`src/rtl/ldpc_pkg.sv`:
```
`default_nettype none
// ============================================================================
//  Module   : ldpc_pkg
//  Brief    : Shared types and constants for the LDPC iteration controller.
//             Holds the sequencer state encoding, iteration defaults, and the
//             phase latencies the datapath is built around.
//  Revision : 1.0  initial release
// ============================================================================
package ldpc_pkg;

    // Iteration defaults. The counter must hold MAX_ITER without wrapping.
    localparam int unsigned c_max_iter = 16;
    localparam int unsigned c_iter_w   = 5;

    // Phase latencies in clock cycles; the datapath pipelines match these.
    localparam int unsigned c_cnu_lat  = 4;
    localparam int unsigned c_vnu_lat  = 3;
    localparam int unsigned c_par_lat  = 1;

    typedef enum logic [2:0] {
        S_IDLE = 3'd0,
        S_LOAD = 3'd1,
        S_CNU  = 3'd2,
        S_VNU  = 3'd3,
        S_CHK  = 3'd4,
        S_DONE = 3'd5
    } state_t;

    // Width of a down-counter that must hold (largest latency - 1).
    function automatic int unsigned phase_cnt_w(input int unsigned a,
                                                input int unsigned b,
                                                input int unsigned c);
        int unsigned m;
        m = a;
        if (b > m) m = b;
        if (c > m) m = c;
        return (m <= 2) ? 1 : $clog2(m);
    endfunction

endpackage
`default_nettype wire

```
`src/rtl/ldpc_phase_timer.sv`:
```
`default_nettype none
// ============================================================================
//  Module   : ldpc_phase_timer
//  Brief    : Loadable down-counter with a zero flag. Loading N-1 on the cycle
//             before a phase starts makes the phase last exactly N cycles.
//  Ports    : clk        clock, rising edge
//             rst        synchronous active-high reset
//             i_load     load i_load_val (priority over counting)
//             i_load_val value to load
//             o_zero     counter is zero (last cycle of the current phase)
//  Revision : 1.0  initial release
// ============================================================================
module ldpc_phase_timer #(
    parameter int unsigned CNT_W = 2
) (
    input  logic             clk,
    input  logic             rst,
    input  logic             i_load,
    input  logic [CNT_W-1:0] i_load_val,
    output logic             o_zero
);

    logic [CNT_W-1:0] r_cnt;

    always_ff @(posedge clk) begin
        if (rst) begin
            r_cnt <= '0;
        end else if (i_load) begin
            r_cnt <= i_load_val;
        end else if (r_cnt != '0) begin
            r_cnt <= r_cnt - 1'b1;
        end
    end

    assign o_zero = (r_cnt == '0);

endmodule
`default_nettype wire

```
`src/rtl/ldpc_iter_ctrl.sv`:
```
`default_nettype none
// ============================================================================
//  Module   : ldpc_iter_ctrl
//  Brief    : Iteration sequencer for the LDPC min-sum decoder. Accepts a
//             frame, pulses load_en, then repeats CNU / VNU / parity-check
//             phases until the iteration limit (or, optionally, the first
//             passing parity check) and presents success + iteration count.
//  Config   : LDPC_EARLY_TERM_EN - when defined, decoding stops at the first
//             iteration whose parity check passes.
//  Ports    : clk, xrst (sync, active-high)
//             i_val/i_rdy        frame handshake, cfg_max_iter sampled on accept
//             load_en/cnu_en/vnu_en  datapath phase enables
//             parity_ok          hard-decision parity result (used in CHK only)
//             roop               current 0-based iteration index
//             o_val/o_rdy        result handshake, o_success/o_iter held
//  Revision : 1.0  initial release
// ============================================================================
module ldpc_iter_ctrl
    import ldpc_pkg::*;
#(
    parameter int unsigned MAX_ITER = c_max_iter,
    parameter int unsigned ITER_W   = c_iter_w,
    parameter int unsigned CNU_LAT  = c_cnu_lat,
    parameter int unsigned VNU_LAT  = c_vnu_lat,
    parameter int unsigned PAR_LAT  = c_par_lat
) (
    input  logic              clk,
    input  logic              xrst,
    input  logic              i_val,
    output logic              i_rdy,
    input  logic [ITER_W-1:0] cfg_max_iter,
    output logic              load_en,
    output logic              cnu_en,
    output logic              vnu_en,
    input  logic              parity_ok,
    output logic [ITER_W-1:0] roop,
    output logic              o_val,
    input  logic              o_rdy,
    output logic              o_success,
    output logic [ITER_W-1:0] o_iter
);

`ifdef LDPC_EARLY_TERM_EN
    localparam bit c_early_term = 1'b1;
`else
    localparam bit c_early_term = 1'b0;
`endif

    localparam int unsigned c_cnt_w = phase_cnt_w(CNU_LAT, VNU_LAT, PAR_LAT);
    localparam logic [c_cnt_w-1:0] c_cnu_ld = c_cnt_w'(CNU_LAT - 1);
    localparam logic [c_cnt_w-1:0] c_vnu_ld = c_cnt_w'(VNU_LAT - 1);
    localparam logic [c_cnt_w-1:0] c_par_ld = c_cnt_w'(PAR_LAT - 1);

    state_t              r_state;
    state_t              w_state_nxt;
    logic                w_tmr_load;
    logic [c_cnt_w-1:0]  w_tmr_val;
    logic                w_tmr_zero;
    logic                w_accept;
    logic                w_chk_end;
    logic                w_done;
    logic [ITER_W-1:0]   w_lim;
    logic [ITER_W-1:0]   r_lim;
    logic [ITER_W-1:0]   w_roop_inc;
    logic                w_i_rdy_nxt;
    logic                w_load_en_nxt;
    logic                w_cnu_en_nxt;
    logic                w_vnu_en_nxt;
    logic                w_o_val_nxt;

    assign w_accept   = (r_state == S_IDLE) && i_val && i_rdy;
    assign w_roop_inc = roop + 1'b1;
    assign w_chk_end  = (r_state == S_CHK) && w_tmr_zero;
    assign w_done     = (w_roop_inc == r_lim) || (c_early_term && parity_ok);

    // Zero requests one iteration; anything above MAX_ITER is clamped.
    always_comb begin
        if (cfg_max_iter == '0) begin
            w_lim = ITER_W'(1);
        end else if (cfg_max_iter > ITER_W'(MAX_ITER)) begin
            w_lim = ITER_W'(MAX_ITER);
        end else begin
            w_lim = cfg_max_iter;
        end
    end

    ldpc_phase_timer #(
        .CNT_W (c_cnt_w)
    ) u_timer (
        .clk        (clk),
        .rst        (xrst),
        .i_load     (w_tmr_load),
        .i_load_val (w_tmr_val),
        .o_zero     (w_tmr_zero)
    );

    // State register
    always_ff @(posedge clk) begin
        if (xrst) begin
            r_state <= S_IDLE;
        end else begin
            r_state <= w_state_nxt;
        end
    end

    // Next-state logic; the timer is loaded on the last cycle of the
    // preceding state so each phase starts with count = latency-1.
    always_comb begin
        w_state_nxt = r_state;
        w_tmr_load  = 1'b0;
        w_tmr_val   = '0;
        case (r_state)
            S_IDLE: begin
                if (w_accept) w_state_nxt = S_LOAD;
            end
            S_LOAD: begin
                w_state_nxt = S_CNU;
                w_tmr_load  = 1'b1;
                w_tmr_val   = c_cnu_ld;
            end
            S_CNU: begin
                if (w_tmr_zero) begin
                    w_state_nxt = S_VNU;
                    w_tmr_load  = 1'b1;
                    w_tmr_val   = c_vnu_ld;
                end
            end
            S_VNU: begin
                if (w_tmr_zero) begin
                    w_state_nxt = S_CHK;
                    w_tmr_load  = 1'b1;
                    w_tmr_val   = c_par_ld;
                end
            end
            S_CHK: begin
                if (w_tmr_zero) begin
                    if (w_done) begin
                        w_state_nxt = S_DONE;
                    end else begin
                        w_state_nxt = S_CNU;
                        w_tmr_load  = 1'b1;
                        w_tmr_val   = c_cnu_ld;
                    end
                end
            end
            S_DONE: begin
                if (o_val && o_rdy) w_state_nxt = S_IDLE;
            end
            default: begin
                w_state_nxt = S_IDLE;
            end
        endcase
    end

    // Output decode from the next state, so the registered outputs line up
    // with the state they describe and read as zero while in reset.
    always_comb begin
        w_i_rdy_nxt   = (w_state_nxt == S_IDLE);
        w_load_en_nxt = (w_state_nxt == S_LOAD);
        w_cnu_en_nxt  = (w_state_nxt == S_CNU);
        w_vnu_en_nxt  = (w_state_nxt == S_VNU);
        w_o_val_nxt   = (w_state_nxt == S_DONE);
    end

    always_ff @(posedge clk) begin
        if (xrst) begin
            i_rdy   <= 1'b0;
            load_en <= 1'b0;
            cnu_en  <= 1'b0;
            vnu_en  <= 1'b0;
            o_val   <= 1'b0;
        end else begin
            i_rdy   <= w_i_rdy_nxt;
            load_en <= w_load_en_nxt;
            cnu_en  <= w_cnu_en_nxt;
            vnu_en  <= w_vnu_en_nxt;
            o_val   <= w_o_val_nxt;
        end
    end

    // Iteration bookkeeping and result capture.
    always_ff @(posedge clk) begin
        if (xrst) begin
            r_lim     <= '0;
            roop      <= '0;
            o_success <= 1'b0;
            o_iter    <= '0;
        end else if (w_accept) begin
            r_lim <= w_lim;
            roop  <= '0;
        end else if (w_chk_end) begin
            if (w_done) begin
                o_success <= parity_ok;
                o_iter    <= w_roop_inc;
            end else begin
                roop <= w_roop_inc;
            end
        end
    end

endmodule
`default_nettype wire
```
`config.mk`:
```
export PLATFORM = sky130hd
export DESIGN_NAME = ldpc_iter_ctrl
export DESIGN_NICKNAME = d
export VERILOG_FILES = /design/src/rtl/ldpc_pkg.sv /design/src/rtl/ldpc_phase_timer.sv /design/src/rtl/ldpc_iter_ctrl.sv
export SDC_FILE = /design/constraint.sdc
export NUM_CORES = 1
export LEC_CHECK = 0
export ABC_AREA = 1
export CORE_MARGIN = 2
export CORE_UTILIZATION = 53
export DETAILED_ROUTE_END_ITERATION = 12
export GPL_TIMING_DRIVEN = 1
export PLACE_DENSITY = 0.82
export RECOVER_POWER = 50
export SLEW_MARGIN = 15
export SYNTH_ARGS = -nofsm -noshare
export SYNTH_HDL_FRONTEND = slang
export SYNTH_SLANG_ARGS = --single-unit
```
`constraint.sdc`:
```
create_clock -name clk -period 3.45 [get_ports clk]
set_input_delay 0.69 -clock clk [delete_from_list [all_inputs] [get_ports clk]]
set_output_delay 0.69 -clock clk [all_outputs]
set_load 0.1 [all_outputs]
```
Yosys cells after proc, flatten, opt, wreduce, memory -nomap -nowiden
Index checks and enable logic that the tools add are counted.
{"block": "totals", "wordCells": 59, "in_bits": 10, "ff_bits": 26}
{"block": "op_classes", "n_eq_ne": 10, "n_reduce_logical": 14, "n_mux": 19, "order_cmp": 1, "addsub": 2, "bitwise": 2}
{"cell": "$mux W3", "n": 6}
{"cell": "$pmux W3 S6", "n": 1}
{"cell": "$eq A3 B2 Y1 const B", "n": 4}
{"cell": "$mux W2", "n": 5}
{"cell": "$mux W5", "n": 2}
{"cell": "$eq A3 B3 Y1 const B", "n": 3}
{"cell": "$eq A3 B1 Y1 const B", "n": 2}
{"cell": "$logic_not A3 Y1", "n": 2}
{"cell": "$pmux W2 S3", "n": 1}
{"cell": "$add A5 B1 Y5 const B", "n": 1}
{"cell": "$eq A5 B5 Y1", "n": 1}
{"cell": "$gt A5 B5 Y1 const B", "n": 1}
{"cell": "$logic_not A5 Y1", "n": 1}
{"cell": "$logic_and A1 B1 Y1", "n": 4}
{"cell": "$reduce_bool A2 Y1", "n": 2}
{"cell": "$reduce_or A2 Y1", "n": 2}
{"cell": "$mux W1", "n": 3}
{"cell": "$pmux W1 S3", "n": 1}
{"cell": "$reduce_and A3 Y1", "n": 1}
{"cell": "$logic_not A2 Y1", "n": 1}
{"cell": "$not A1 Y1", "n": 2}
{"cell": "$reduce_and A2 Y1", "n": 1}
{"cell": "$sub A2 B1 Y2 const B", "n": 1}

Depth between registers and ports, before layout
Gate-level depths: netlist (run 1).
{"block": "depth", "depth_word": 6, "depth_mapped": 13, "depth_no_buf": 12}

Cells and area by module
A second synthesis (run 1) with hierarchy kept.
{"block": "unflattened", "cells_unflattened": 172, "hier_area_um2": 1252.5}
{"mod": "ldpc_iter_ctrl", "area_each_um2": 1138.6, "cells_each": 155, "instances": 1}
{"mod": "ldpc_phase_timer", "area_each_um2": 113.9, "cells_each": 17, "instances": 1}

Worst setup path after synthesis (run 1)
Ideal clock, no wire load.
{"block": "synth_path", "path_type": "reg2reg", "start": "register roop[0]", "end": "register u_timer.r_cnt[0]", "t_arrival_ns": 2.305, "path_slack_ns": 1.033, "setup_time_ns": 0.112, "n_path_buf": 1, "stages_incl_launch_ff": 11, "cell_sequence": "dfxtp_1 ha_1 xnor2_1 nand2_1 nor2_2 nand3_4 nand2_2 buf_6 nand3_2 o21bai_2 inv_1"}
{"block": "synth_via", "elab_chain_len": 6}
{"item": "from (decl)", "line": "ldpc_iter_ctrl.sv:36", "text": "output logic [ITER_W-1:0] roop,"}
{"item": "from (signal assigned)", "line": "ldpc_iter_ctrl.sv:196", "text": "roop <= w_roop_inc;"}
{"item": "$add A5 B1 Y5 (*)", "line": "ldpc_iter_ctrl.sv:72", "text": "assign w_roop_inc = roop + 1'b1;"}
{"item": "net w_roop_inc[1]", "line": "ldpc_iter_ctrl.sv:64", "text": "logic [ITER_W-1:0] w_roop_inc;"}
{"item": "$eq A5 B5 Y1 (*)", "line": "ldpc_iter_ctrl.sv:74", "text": "assign w_done = (w_roop_inc == r_lim) || (c_early_term && parity_ok);"}
{"item": "$mux W2 / $mux W1 (equally long branches)", "line": "ldpc_iter_ctrl.sv:137", "text": "if (w_done) begin"}
{"item": "$mux W2 / $mux W1 (equally long branches)", "line": "ldpc_iter_ctrl.sv:136", "text": "if (w_tmr_zero) begin"}
{"item": "$pmux W2 S3 / $pmux W1 S3 (equally long branches)", "line": "ldpc_iter_ctrl.sv:112", "text": "case (r_state)"}
{"item": "$mux W2 / $reduce_bool A2 Y1 (equally long branches)"}
{"item": "to (signal assigned)", "line": "ldpc_phase_timer.sv:29", "text": "r_cnt <= i_load_val;"}
{"item": "to (signal assigned)", "line": "ldpc_phase_timer.sv:31", "text": "r_cnt <= r_cnt - 1'b1;"}
{"item": "to (decl)", "line": "ldpc_phase_timer.sv:23", "text": "logic [CNT_W-1:0] r_cnt;"}
Mark *: on every way through the listed nets, which the timed path passes. The rest lies on a longest branch.
A chain may end at the register's enable or synchronous reset.

Worst setup path in the final report (run 1)
{"block": "layout_path", "start": "register i_rdy", "end": "output port i_rdy"}
{"item": "from (decl)", "line": "ldpc_iter_ctrl.sv:30", "text": "output logic i_rdy,"}
{"item": "from (signal assigned)", "line": "ldpc_iter_ctrl.sv:173", "text": "i_rdy <= w_i_rdy_nxt;"}
No word-level cell between the ends.

==> impl_metrics.csv, run 1 <==
group,metric,value,unit
timing,clock_skew,6.67,ps
cts,cts_resized,0,
cts,clock_path_buffers,2,
synth,ys.flop_type,"dfxtp_1",
layout,diodes,0,
pwr,p_comb_share,35.0,%
placement,dp_cells,224,
route,vias,1198,
floorplan,initial_utilization,56.2,%
critical_path,critPathBufInv,1,
floorplan,die_w,52.7,µm
placement,dp_hpwl,2030,µm
layout,fillCellCount,218,
cts,root_buffer,"clkbuf_4",
route,vias_per_cell,5.25,
synth,synthCells,175,
global_routing,antenna_found_initial,0,
pwr,swShare,38.4,%
layout,area_delta_synth_final,19.2,%
synth,synth_top_family_by_area,"simple AND/OR/NAND/NOR gates",
timing,max_slew_margin,23.1,%
timing,setup_ws,903,ps
synth,yosysWarnings,0,
route,met2_wirelength,1210,µm
floorplan,die_y,52.7,µm
synth,synth_edf_count,0,
synth,netlist_area,1260,µm²
critical_path,start_kind,"flop",
route,wl_met1,1250,µm
critical_path,reg2reg_slack,1270,ps
synth,yosysMostFrequentCell,"nand2_1",
timing,setup_viol,0,
pwr,clkPwrFrac,20.5,%
route,routedWlPerCell,11.6,µm
timing,slew_violations,0,
cts,cts_hold_buf,0,
timing,hold_viol_final,0,
layout,drive_above_1_share,5.50,%
route,drc,0,
cts,clk_pin_slew,150,ps
layout,fin_nets,213,
pwr,power_density,526,nW/µm²
cts,clk_latency,340,ps
route,first_iter_violations,24,
pwr,p_int,486,µW
critical_path,critPathMaxStageDelay,1140,ps
global_routing,grt_overflow,0,
synth,synth_xor_area_share,2.09,%
critical_path,crit_path_end_kind,"output port",
global_routing,grt_max_degree,15,
cts,cts_tree,"done",
synth,avgSynthCellArea,7.18,µm²
synth,ys_seq_area_share,41.4,%
floorplan,fp-row-count,17,
route,routed-wl-met3,129,µm
job,drv_cap,0,
floorplan,core,2230,µm²
cts,cts_buffers,3,
synth,muxShareOfSynthArea,0,%
route,drt_wl_total,2640,µm
synth,synth_area_leader_cell,"dfxtp_1",
critical_path,crit_required,2760,ps
pwr,switching_power,303,µW
critical_path,cpLargestDelayFamily,"buffers and inverters",
cts,cts_setup_buffers,0,
synth,synth-seq-cells,26,
cts,clock_sinks,26,
timing,fin_tns_setup,0,ps
placement,portBuffers,25,
critical_path,crit_chain,"clkdlybuf4s50_1",
floorplan,dieArea,2780,µm²
floorplan,io_pins,26,
synth,ys_types,28,
placement,post-place-ws,1290,ps
pwr,power.share.sequential,44.5,%
synth,synth_area_leaders,"dfxtp_1 (41%), nand2_1 (9.6%), inv_1 (7.5%), nor2_1 (7.5%), nand3_1 (4.8%)",
pwr,p_leak,0.695,nW
synth,synthAdderAreaFrac,1.99,%
timing,rsz0062_at_grt,"false",
global_routing,track_usage,21.9,%
synth,syn_nets,187,
layout,final_cells,228,
critical_path,slowest_stage,"clkdlybuf4s50_1",
critical_path,worst-setup-path-type,"reg -> out",
worst_hold_path,hold_path.class,"reg -> reg",
placement,gp_congestion,0.915,
route,ant_nets,0,
critical_path,crit_fanout,2,
timing,period_share,73.8,%
timing,period_needed,2550,ps
route,first_pass_iters,4,
global_routing,grt_first_pass_wirelength,4510,µm
synth,synth_common_cells,"nand2_1 (32), dfxtp_1 (26), inv_1 (25), nor2_1 (25), nand3_1 (12)",
timing,worst_slew_pin_slew,1160,ps
status,outcome,"finished clean",
synth,synth_top_area_share,41.4,%
global_routing,first_global_vias,1097,
synth,synth-compound-area-share,11.7,%
critical_path,crit_arrival,1860,ps
synth,synthArstFlopShare,0,%
pwr,peakVddDrop,0.460,mV
synth,synth_simple_gate_area_share,33.2,%
timing,fmax,393,MHz
route,highest_layer,"met4",
cts,htreeDepth,1,
[state kept, by name, indices dropped and copies added, names as in the netlist]
name           count
r_lim              5
vnu_en             1
r_state            3
roop               5
o_val              1
o_success          1
o_iter             5
u_timer.r_cnt      2
load_en            1
cnu_en             1
i_rdy              1
[worst paths after layout]
| check | startpoint | to | depth (start not counted) |
|---|---|---|---|
| worst min-delay path | roop[4] | roop[4] | 2 |
| worst max-delay path | i_rdy | i_rdy | 1 |
| worst min register to register | roop[4] | roop[4] | 2 |
| worst max register to register | roop[0] | o_success | 9 |
[metal layers]
layer / track usage, % / up-vias
met1: 28.6 / 547
met5: 0 / -
met4: 8.12 / 0
li1: - / 616
met3: 4.57 / 5
met2: 35.0 / 30
[logic make-up (layout without fill, tap and decap cells)]
logic type                 after synthesis  in the layout
AOI/OAI and AO/OA                       25             25
and+or+nand+nor                         89             89
buffers and inverters                   30             55
xor gates and xnor gates                 3              3
DFF                                     26             26
adders and majority gates                2              2
[power by group through the flow]
stage / clock network [mW] / registers [mW] / logic [mW]
final: 0.162 / 0.351 / 0.276
after global routing: 0.170 / 0.356 / 0.302
after CTS: 0.159 / 0.351 / 0.280
after detailed placement: 0 / 0.358 / 0.278
after global placement: 0 / 0.356 / 0.272
after floorplan: 0 / 0.421 / 0.156
[placed cells by master (no fill, tap or decap), types with 4 or more instances in the layout]
cell / count
nand3_1: 13
o21ai_0: 11
dfxtp_1: 26
clkdlybuf4s50_1: 20
nand4_1: 7
a21oi_1: 8
nor2_1: 27
clkbuf_1: 4
inv_1: 25
nand2_1: 34
[tightest hold or removal path, cell delays in order (launching register included)]
cell and delay, ps:
dfxtp_1 350, inv_1 70, a21oi_1 50
[metrics by stage]
step	utilization, %	hold WS (ps)	area, µm²	power [mW]
3_5_place_dp	67.5	479	1510	0.636
3_3_place_gp	67.5	468	1510	0.628
2_1_floorplan	-	448	1260	0.577
5_1_grt	67.1	518	1500	0.828
4_1_cts	69.1	501	1540	0.791
6_report	67.1	496	1500	0.788
[final cells by class]
cell class / count / area, µm² / area share [%]
Tap cell: 28 / 35.0 / 2.34
Timing Repair Buffer: 25 / 225 / 15.0
Sequential cell: 26 / 520 / 34.8
Clock buffer: 4 / 36.3 / 2.42
Multi-Input combinational cell: 119 / 583 / 38.9
Inverter: 26 / 97.6 / 6.52
Note: power is estimated with default switching activity, not from simulation.
==> run 2: changes to the inputs <==
--- a/config.mk
+++ b/config.mk
@@ -7,10 +7,10 @@
 export LEC_CHECK = 0
 export ABC_AREA = 1
 export CORE_MARGIN = 2
-export CORE_UTILIZATION = 53
+export CORE_UTILIZATION = 45
 export DETAILED_ROUTE_END_ITERATION = 12
 export GPL_TIMING_DRIVEN = 1
-export PLACE_DENSITY = 0.82
+export PLACE_DENSITY = 0.74
 export RECOVER_POWER = 50
 export SLEW_MARGIN = 15
 export SYNTH_ARGS = -nofsm -noshare
==> constraint.sdc (replaced) <==
create_clock -name clk -period 2.2 [get_ports clk]
set_input_delay 0.44 -clock clk [delete_from_list [all_inputs] [get_ports clk]]
set_output_delay 0.44 -clock clk [all_outputs]
set_load 0.1 [all_outputs]
==> impl_metrics.csv, run 2 (synthesized netlist as in run 1, its figures left out) <==
group,metric,value,unit
cts,clock_sinks,26,
timing,fin_tns_setup,0,ps
critical_path,crit_fanout,11,
layout,area_delta_synth_final,17.8,%
timing,rsz0062_at_grt,"false",
cts,clk_latency,330,ps
layout,diodes,0,
critical_path,start_kind,"flop",
timing,fmax,554,MHz
layout,fin_nets,213,
worst_hold_path,holdPathStages,2,
timing,clock_skew,12.7,ps
global_routing,antenna_found_initial,0,
floorplan,initial_utilization,46.4,%
cts,cts_setup_buffers,0,
cts,root_buffer,"clkbuf_4",
global_routing,grt_overflow,0,
layout,layout_common_cells,"nand2_1 (32), inv_1 (25), nor2_1 (25), dfxtp_1 (24), clkbuf_2 (16)",
timing,hold_viol_final,0,
layout,final_common_cell,"nand2_1",
worst_hold_path,hold_path.class,"reg -> reg",
floorplan,core,2710,µm²
status,outcome,"finished clean",
cts,htreeDepth,1,
pwr,power_density,822,nW/µm²
route,routedWlPerCell,11.5,µm
layout,fillCellCount,286,
worst_hold_path,worstHoldStart,"o_iter[0]",
cts,cts_buffers,3,
floorplan,io_pins,26,
cts,cts_hold_buf,0,
floorplan,die_w,56.8,µm
placement,portBuffers,25,
critical_path,crit_path_end_kind,"flop",
job,drv_cap,0,
timing,period_share,82.0,%
cts,clk_pin_slew,130,ps
worst_hold_path,hold-path-endpoint,"o_iter[0]",
global_routing,grt_first_pass_wirelength,4450,µm
floorplan,dieArea,3230,µm²
timing,slew_violations,0,
critical_path,reg2reg_slack,400,ps
cts,cts_resized,0,
floorplan,fp-row-count,19,
placement,dp_hpwl,2080,µm
route,drt_wl_total,2670,µm
floorplan,die_y,56.8,µm
layout,final_area,1480,µm²
timing,max_slew_margin,62.6,%
placement,dpl_cell_area,1480,µm²
route,drc,0,
placement,gp_congestion,0.848,
global_routing,track_usage,17.6,%
layout,reg_top3,"o_iter: 5 flops, r_lim: 5 flops, roop: 5 flops",
timing,hold_ws,498,ps
route,vias,1172,
route,first_pass_iters,4,
critical_path,timing.rr.start,"roop[0]",
timing,period_needed,1800,ps
pwr,p_leak,0.726,nW
critical_path,worst-setup-path-type,"reg -> reg",
timing,setup_viol,0,
timing,worst_slew_pin_slew,563,ps
route,vias_per_cell,5.07,
global_routing,first_global_vias,1053,
critical_path,crit_arrival,2020,ps
route,ant_nets,0,
layout,drive_above_1_share,17.5,%
global_routing,grt_max_degree,15,
critical_path,r2r_end,"u_timer.r_cnt[1]",
pwr,peakVddDrop,0.599,mV
cts,cts_tree,"done",
critical_path,crit_required,2420,ps
critical_path,r2r_cells,12,
route,first_iter_violations,40,
cts,clock_path_buffers,2,
-- run 2: worst max-delay path, cell delays in order, from the launching register on --
cell and delay, ps:
dfxtp_2 440, ha_1 250, inv_1 50, nand2_1 70, nand2_1 70, nand2_1 70, nand2_1 60, nor2_2 120
nand3_4 110, nand2_2 210, nand4_1 130, nand2_1 80, nor2_1 40
-- run 2: final cells by class --
type	count	area (µm²)	share of cell area, %
multi-input cells	119	614	41.5
flip-flops and latches	26	523	35.3
repair buffers	25	170	11.5
inverters	26	97.6	6.59
well taps	31	38.8	2.62
clock buffers	4	36.3	2.45
-- run 2: metal layers --
metal	up-vias	routed length (µm)	share of wire (%)	global-route usage, %
met5	-	0	0	0
met4	0	51	1.9	9.63
met3	4	138	5.2	2.53
met2	28	1320	49	29.9
met1	525	1160	44	21.3
li1	615	-	-	-
-- run 2: worst max-delay path by stage --
stage | end | slack (ps) | startpoint | cells past startpoint
final | u_timer.r_cnt[1] | 400 | roop[0] | 12
after global routing | u_timer.r_cnt[1] | 210 | roop[0] | 12
after CTS | u_timer.r_cnt[0] | 400 | roop[0] | 12
after detailed placement | roop[3] | 310 | i_val | 6
after global placement | roop[3] | 320 | i_val | 6
after floorplan | u_timer.r_cnt[0] | 40 | roop[2] | 10
-- run 2: stage by stage --
stage | total power, mW | setup WS [ps] | util (%) | std cells
6_report | 1.22 | 396 | 54.6 | 231
5_1_grt | 1.30 | 215 | 54.6 | 231
4_1_cts | 1.23 | 401 | 56.1 | 231
3_5_place_dp | 0.990 | 310 | 54.8 | 227
3_3_place_gp | 0.982 | 325 | 54.8 | 227
2_1_floorplan | 0.905 | 36.7 | - | 175
-- run 2: where the power goes --
part           total, mW  internal [mW]  switching, mW
combinational      0.422          0.131          0.290
sequential         0.550          0.518         0.0321
clock              0.244          0.101          0.142
total               1.22          0.751          0.465
